[src/rtl/frame_tail_tx_if.sv]
// Bus between the bit-stream transmitter and the CAN frame-tail sequencer.
// The master requests the tail and supplies bus timing; the slave sequences it.
interface frame_tail_tx_if;
   logic SP;
   logic RX;
   logic Start;
   logic TX;
   logic Busy;
   logic EOF_Flag;
   logic Done;
   logic ACK_Error;
   logic Form_Error;
   logic Overload;

   modport master (
      output SP, RX, Start,
      input  TX, Busy, EOF_Flag, Done, ACK_Error, Form_Error, Overload
   );

   modport slave (
      input  SP, RX, Start,
      output TX, Busy, EOF_Flag, Done, ACK_Error, Form_Error, Overload
   );
endinterface

[src/rtl/frame_tail_tx.sv]
// CAN transmit-side frame tail: CRC delimiter, ACK slot/delimiter, EOF and
// intermission, with acknowledge, form-error and overload monitoring on RX.
module frame_tail_tx #(
   parameter int EOF_BITS = 7,
   parameter int IFS_BITS = 3
) (
   input logic            clock,
   input logic            reset,
   frame_tail_tx_if.slave bus
);

   typedef enum logic [2:0] {
      S_IDLE,
      S_CRC_DEL,
      S_ACK_SLOT,
      S_ACK_DEL,
      S_EOF,
      S_IFS
   } state_t;

   localparam logic [3:0] EOF_LAST = 4'(EOF_BITS - 1);
   localparam logic [3:0] IFS_LAST = 4'(IFS_BITS - 1);

   state_t     r_state;
   logic [3:0] r_cont;
   logic       r_tx;
   logic       r_busy;
   logic       r_eofFlag;
   logic       r_done;
   logic       r_ackError;
   logic       r_formError;
   logic       r_overload;

   // Pulses default low each clock; any exit to IDLE also drops Busy and EOF_Flag.
   always_ff @(posedge clock or negedge reset) begin
      if (!reset) begin
         r_state     <= S_IDLE;
         r_cont      <= '0;
         r_tx        <= 1'b1;
         r_busy      <= 1'b0;
         r_eofFlag   <= 1'b1;
         r_done      <= 1'b0;
         r_ackError  <= 1'b0;
         r_formError <= 1'b0;
         r_overload  <= 1'b0;
      end else begin
         r_tx        <= 1'b1;
         r_done      <= 1'b0;
         r_ackError  <= 1'b0;
         r_formError <= 1'b0;
         r_overload  <= 1'b0;
         case (r_state)
            S_IDLE: begin
               if (bus.Start) begin
                  r_state <= S_CRC_DEL;
                  r_cont  <= '0;
                  r_busy  <= 1'b1;
               end
            end
            S_CRC_DEL: begin
               if (bus.SP) begin
                  if (!bus.RX) begin
                     r_formError <= 1'b1;
                     r_state     <= S_IDLE;
                     r_busy      <= 1'b0;
                  end else begin
                     r_state <= S_ACK_SLOT;
                  end
               end
            end
            S_ACK_SLOT: begin
               if (bus.SP) begin
                  if (bus.RX) begin
                     r_ackError <= 1'b1;
                     r_state    <= S_IDLE;
                     r_busy     <= 1'b0;
                  end else begin
                     r_state <= S_ACK_DEL;
                  end
               end
            end
            S_ACK_DEL: begin
               if (bus.SP) begin
                  if (!bus.RX) begin
                     r_formError <= 1'b1;
                     r_state     <= S_IDLE;
                     r_busy      <= 1'b0;
                  end else begin
                     r_state   <= S_EOF;
                     r_cont    <= '0;
                     r_eofFlag <= 1'b0;
                  end
               end
            end
            S_EOF: begin
               if (bus.SP) begin
                  if (!bus.RX) begin
                     r_formError <= 1'b1;
                     r_state     <= S_IDLE;
                     r_busy      <= 1'b0;
                     r_eofFlag   <= 1'b1;
                  end else if (r_cont == EOF_LAST) begin
                     r_done    <= 1'b1;
                     r_state   <= S_IFS;
                     r_cont    <= '0;
                     r_eofFlag <= 1'b1;
                  end else begin
                     r_cont <= r_cont + 4'd1;
                  end
               end
            end
            S_IFS: begin
               // Done has already been issued, so a dominant bit here is overload, not error.
               if (bus.SP) begin
                  if (!bus.RX) begin
                     r_overload <= 1'b1;
                     r_state    <= S_IDLE;
                     r_busy     <= 1'b0;
                  end else if (r_cont == IFS_LAST) begin
                     r_state <= S_IDLE;
                     r_busy  <= 1'b0;
                  end else begin
                     r_cont <= r_cont + 4'd1;
                  end
               end
            end
            default: begin
               r_state   <= S_IDLE;
               r_busy    <= 1'b0;
               r_eofFlag <= 1'b1;
            end
         endcase
      end
   end

   assign bus.TX         = r_tx;
   assign bus.Busy       = r_busy;
   assign bus.EOF_Flag   = r_eofFlag;
   assign bus.Done       = r_done;
   assign bus.ACK_Error  = r_ackError;
   assign bus.Form_Error = r_formError;
   assign bus.Overload   = r_overload;

endmodule
[src/flat_wrapper.sv]
// flat-port wrapper written by rule: the top's interface ports become plain ports
module frame_tail_tx_flat 
#(
   parameter int EOF_BITS = 7,
   parameter int IFS_BITS = 3
)
  (clock, reset, bus_SP, bus_RX, bus_Start, bus_TX, bus_Busy, bus_EOF_Flag, bus_Done, bus_ACK_Error, bus_Form_Error, bus_Overload);
  frame_tail_tx_if bus_i ();
  input logic clock;
  input logic reset;
  input wire logic [$bits(bus_i.SP)-1:0] bus_SP;
  input wire logic [$bits(bus_i.RX)-1:0] bus_RX;
  input wire logic [$bits(bus_i.Start)-1:0] bus_Start;
  output wire logic [$bits(bus_i.TX)-1:0] bus_TX;
  output wire logic [$bits(bus_i.Busy)-1:0] bus_Busy;
  output wire logic [$bits(bus_i.EOF_Flag)-1:0] bus_EOF_Flag;
  output wire logic [$bits(bus_i.Done)-1:0] bus_Done;
  output wire logic [$bits(bus_i.ACK_Error)-1:0] bus_ACK_Error;
  output wire logic [$bits(bus_i.Form_Error)-1:0] bus_Form_Error;
  output wire logic [$bits(bus_i.Overload)-1:0] bus_Overload;
  assign bus_i.SP = bus_SP;
  assign bus_i.RX = bus_RX;
  assign bus_i.Start = bus_Start;
  assign bus_TX = bus_i.TX;
  assign bus_Busy = bus_i.Busy;
  assign bus_EOF_Flag = bus_i.EOF_Flag;
  assign bus_Done = bus_i.Done;
  assign bus_ACK_Error = bus_i.ACK_Error;
  assign bus_Form_Error = bus_i.Form_Error;
  assign bus_Overload = bus_i.Overload;
  frame_tail_tx #(.EOF_BITS(EOF_BITS), .IFS_BITS(IFS_BITS)) u_core (.clock(clock), .reset(reset), .bus(bus_i));
endmodule
[config.mk]
export PLATFORM = sky130hd
export DESIGN_NAME = frame_tail_tx_flat
export DESIGN_NICKNAME = d
export VERILOG_FILES = /design/src/rtl/frame_tail_tx_if.sv /design/src/rtl/frame_tail_tx.sv /design/src/flat_wrapper.sv
export SDC_FILE = /design/constraint.sdc
export NUM_CORES = 1
export LEC_CHECK = 0
export ABC_AREA = 1
export BUFFER_PORTS_ARGS = -buffer_cell sky130_fd_sc_hd__buf_2
export CORE_ASPECT_RATIO = 1.25
export CORE_MARGIN = 2
export CORE_UTILIZATION = 30
export CTS_CLUSTER_DIAMETER = 150
export DETAILED_ROUTE_END_ITERATION = 12
export GPL_TIMING_DRIVEN = 0
export PLACE_DENSITY = 0.51
export RECOVER_POWER = 100
export SLEW_MARGIN = 30
export SYNTH_ARGS = -nofsm -noshare
export SYNTH_HDL_FRONTEND = slang
export SYNTH_SLANG_ARGS = --single-unit
[constraint.sdc]
create_clock -name clock -period 2.25 [get_ports clock]
set_input_delay 0.45 -clock clock [delete_from_list [all_inputs] [get_ports clock]]
set_output_delay 0.45 -clock clock [all_outputs]
set_load 0.01 [all_outputs]
==> metrics.md <==
| Metric | Value |
|---|---|
| Synth warnings | `0` |
| Root buf cell | `clkbuf_8` |
| Inst Count DP | `172` |
| Sequential share of the synthesized area | `32.2%` |
| Fin cells | `176` |
| Area occupied by multi-input gates | `574 µm²` |
| Max VDD drop | `590 µV` |
| Final HPWL DP | `1.67 mm` |
| Clk sink count | `13` |
| CTS resizes | `0` |
| CTS tree | `built` |
| Crit-path leading delay family | `simple AND/OR/NAND/NOR gates` |
| H-tree depth | `1` |
| Cts hold-fix bufs | `0` |
| Worst hold path class | `in2async` |
| Final period util | `80.5%` |
| Global-route usage over all layers | `12.6%` |
| Die X | `56.0 µm` |
| Outcome | `finished clean` |
| Largest net degree at the start of global routing | `14` |
| Type of the worst setup path | `reg2reg` |
| Vias in the first global route | `855` |
| Initial DRT Pass Iterations | `4` |
| Initial Utilization | `31.5%` |
| Placer Congestion | `0.873` |
| DR WL/cell | `12.0 µm` |
| Drt drc | `0` |
| First-pass GRT wire length | `3.89 mm` |
| #FFs+latches synth | `13` |
| Reg2reg start | `u_core.r_state[0]$_DFFE_PN0P_` |
| Grt ovf | `0` |
| CP Capture Type | `flip-flop` |
| CP dominant cell by count | `nand2_1` |
| IO Port Bufs | `10` |
| Tmin final | `1.81 ns` |
| Die Footprint | `3870 µm²` |
| R2R setup slack | `0.44 ns` |
| Clock slew at reported path FFs | `0.06 ns` |
| Share of layout cells above drive strength 1 | `25.2%` |
| DR vias | `822` |
| Library cells used by synthesis | `29` |
| FF+latch area | `327 µm²` |
| Worst r2r path cells | `8` |
| P&R area growth vs syn | `11.6%` |
| Leak | `0.000564 µW` |
| Slew at the pin with the worst max-slew slack | `0.734 ns` |
| Fmax | `552 MHz` |
| Area of the mapped netlist | `1010 µm²` |
| Crit-path max FO | `8` |
| # fillers | `362` |
| PwrDens | `1190 nW/µm²` |
| Nets | `147` |
| Crit path DAT | `1.95 ns` |
| Worst-Skew Late Latency | `0.25 ns` |
| Vias per cell | `4.67` |
| Die Y-Extent | `69.0 µm` |
| ANT nets after route | `0` |
| CP max stage cell | `clkbuf_1` |
| Syn_area_per_cell | `8.12 µm²` |
| I/O pins | `12` |
| Post-Syn Instances | `125` |
| Worst path required time | `2.39 ns` |
| Num rows | `23` |
| Slowest stage delay, CP | `0.54 ns` |
| Commonest non-fill, non-tap cell in the layout | `nand2_1` |
| Routed wire length | `2.11 mm` |
| Worst-case clock skew | `0.00786 ns` |
| Final setup viols | `0` |
| CP cell instances | `clkbuf_1 -> nor2_8 -> nand3b_4 -> inv_1 -> nor2_1 -> nand2_4 -> nand2_1 -> nand2_1` |
| WP buf/inv | `2` |
| Antenna cells | `0` |
| Antenna violations before repair | `0` |
| RSZ-0062 raised after global routing | `no` |
| Max Buffers Root-to-Sink | `2` |
| Max Cap Viol | `0` |
| Setup bufs post-CTS | `0` |
| Slew HR | `51.1%` |
| Reg-to-Reg End | `u_core.r_cont[2]$_DFFE_PN0P_` |
| Hold Vio Cnt, Final | `0` |
| Final setup TNS | `0 ns` |
| Crit path launch type | `flip-flop` |
| CTS buffer count | `3` |
| Slew Limit Fails | `0` |
| DRT iter0 DRCs | `19` |
| Most frequent cells in the layout | `28 x nand2_1, 14 x nand3_1, 12 x nor2_1, 12 x dfrtp_1` |
| Core Box Area | `3220 µm²` |
| Synthesized net count | `132` |
## state kept, by name (all words and copies together), names as in the netlist
name	count
u_core.bus.Overload	1
u_core.r_state	3
u_core.r_cont	4
u_core.bus.Form_Error	1
u_core.bus.Busy	1
u_core.bus.EOF_Flag	1
u_core.bus.ACK_Error	1
u_core.bus.Done	1
## logic make-up after synthesis
family	after synthesis	synth area share, %
AOI/OAI and AO/OA	6	3.33
xor gates and xnor gates	2	1.73
adders and majority gates	2	2.47
buffers and inverters	18	10.5
DFF	13	32.2
other	1	0.370
and+or+nand+nor	83	49.4
## cell usage after synthesis, drive strengths merged
library cell	n	area, µm²
a21oi	3	18.8
buf	4	41.3
conb	1	3.75
dfrtp	12	300
dfstp	1	26.3
ha	2	25.0
inv	14	65.1
nand2	34	153
nand3	19	140
nand3b	1	20.0
nand4	8	50.1
nor2	19	129
nor3	2	10.0
o21ai	3	15.0
xnor2	1	8.76
xor2	1	8.76
## worst reg2reg max path, delay by kind of cell (launching register included)
kind                   cells  cell delay [ns]
buffers and inverters      2             0.58
flip-flops                 1             0.33
AND/OR/NAND/NOR            6             0.78
## power breakdown
group          internal, µW  switching (µW)  total [µW]
Combinational           272             525         797
Sequential              297            31.9         329
Clock                   125            91.5         217
Total                   695             649        1340
## worst max-delay path by stage
stage                                       start  cells past startpoint  slack, ns                             to
global route        u_core.r_state[0]$_DFFE_PN0P_                      8       0.33   u_core.r_cont[3]$_DFFE_PN0P_
global placement     u_core.r_cont[0]$_DFFE_PN0P_                      9       0.85  u_core.r_state[1]$_DFFE_PN0P_
finish              u_core.r_state[0]$_DFFE_PN0P_                      8       0.44   u_core.r_cont[2]$_DFFE_PN0P_
floorplan            u_core.r_cont[0]$_DFFE_PN0P_                      9       0.96  u_core.r_state[1]$_DFFE_PN0P_
CTS                  u_core.r_cont[0]$_DFFE_PN0P_                      9       0.80  u_core.r_state[1]$_DFFE_PN0P_
detailed placement   u_core.r_cont[0]$_DFFE_PN0P_                      9       0.82  u_core.r_state[1]$_DFFE_PN0P_
## metal layers
layer	vias to the layer above	wire, µm	GRT usage, %
met5	-	0	0
met3	4	61	2.25
li1	434	-	-
met4	0	27	6.08
met1	375	956	15.6
met2	9	1070	20.8
## cell type report
cell class	count	area share (%)
Clock buffer	4	3.98
Inverter	14	5.75
Buffer	4	2.98
Sequential cell	13	28.8
Multi-Input combinational cell	94	50.7
Timing Repair Buffer	10	3.65
Tap cell	37	4.09
## per-stage QoR
step	util [%]	setup WS, ns	total power, µW	hold WS [ns]	area, µm²
3_3_place_gp	34.5	0.847	1160	0.358	1110
5_1_grt	35.1	0.328	1460	0.305	1130
6_report	35.1	0.439	1340	0.230	1130
3_5_place_dp	34.5	0.818	1170	0.363	1110
2_1_floorplan	-	0.960	1010	0.154	1010
4_1_cts	35.9	0.801	1390	0.0939	1160
No activity file was read; power rests on OpenSTA's default activity.
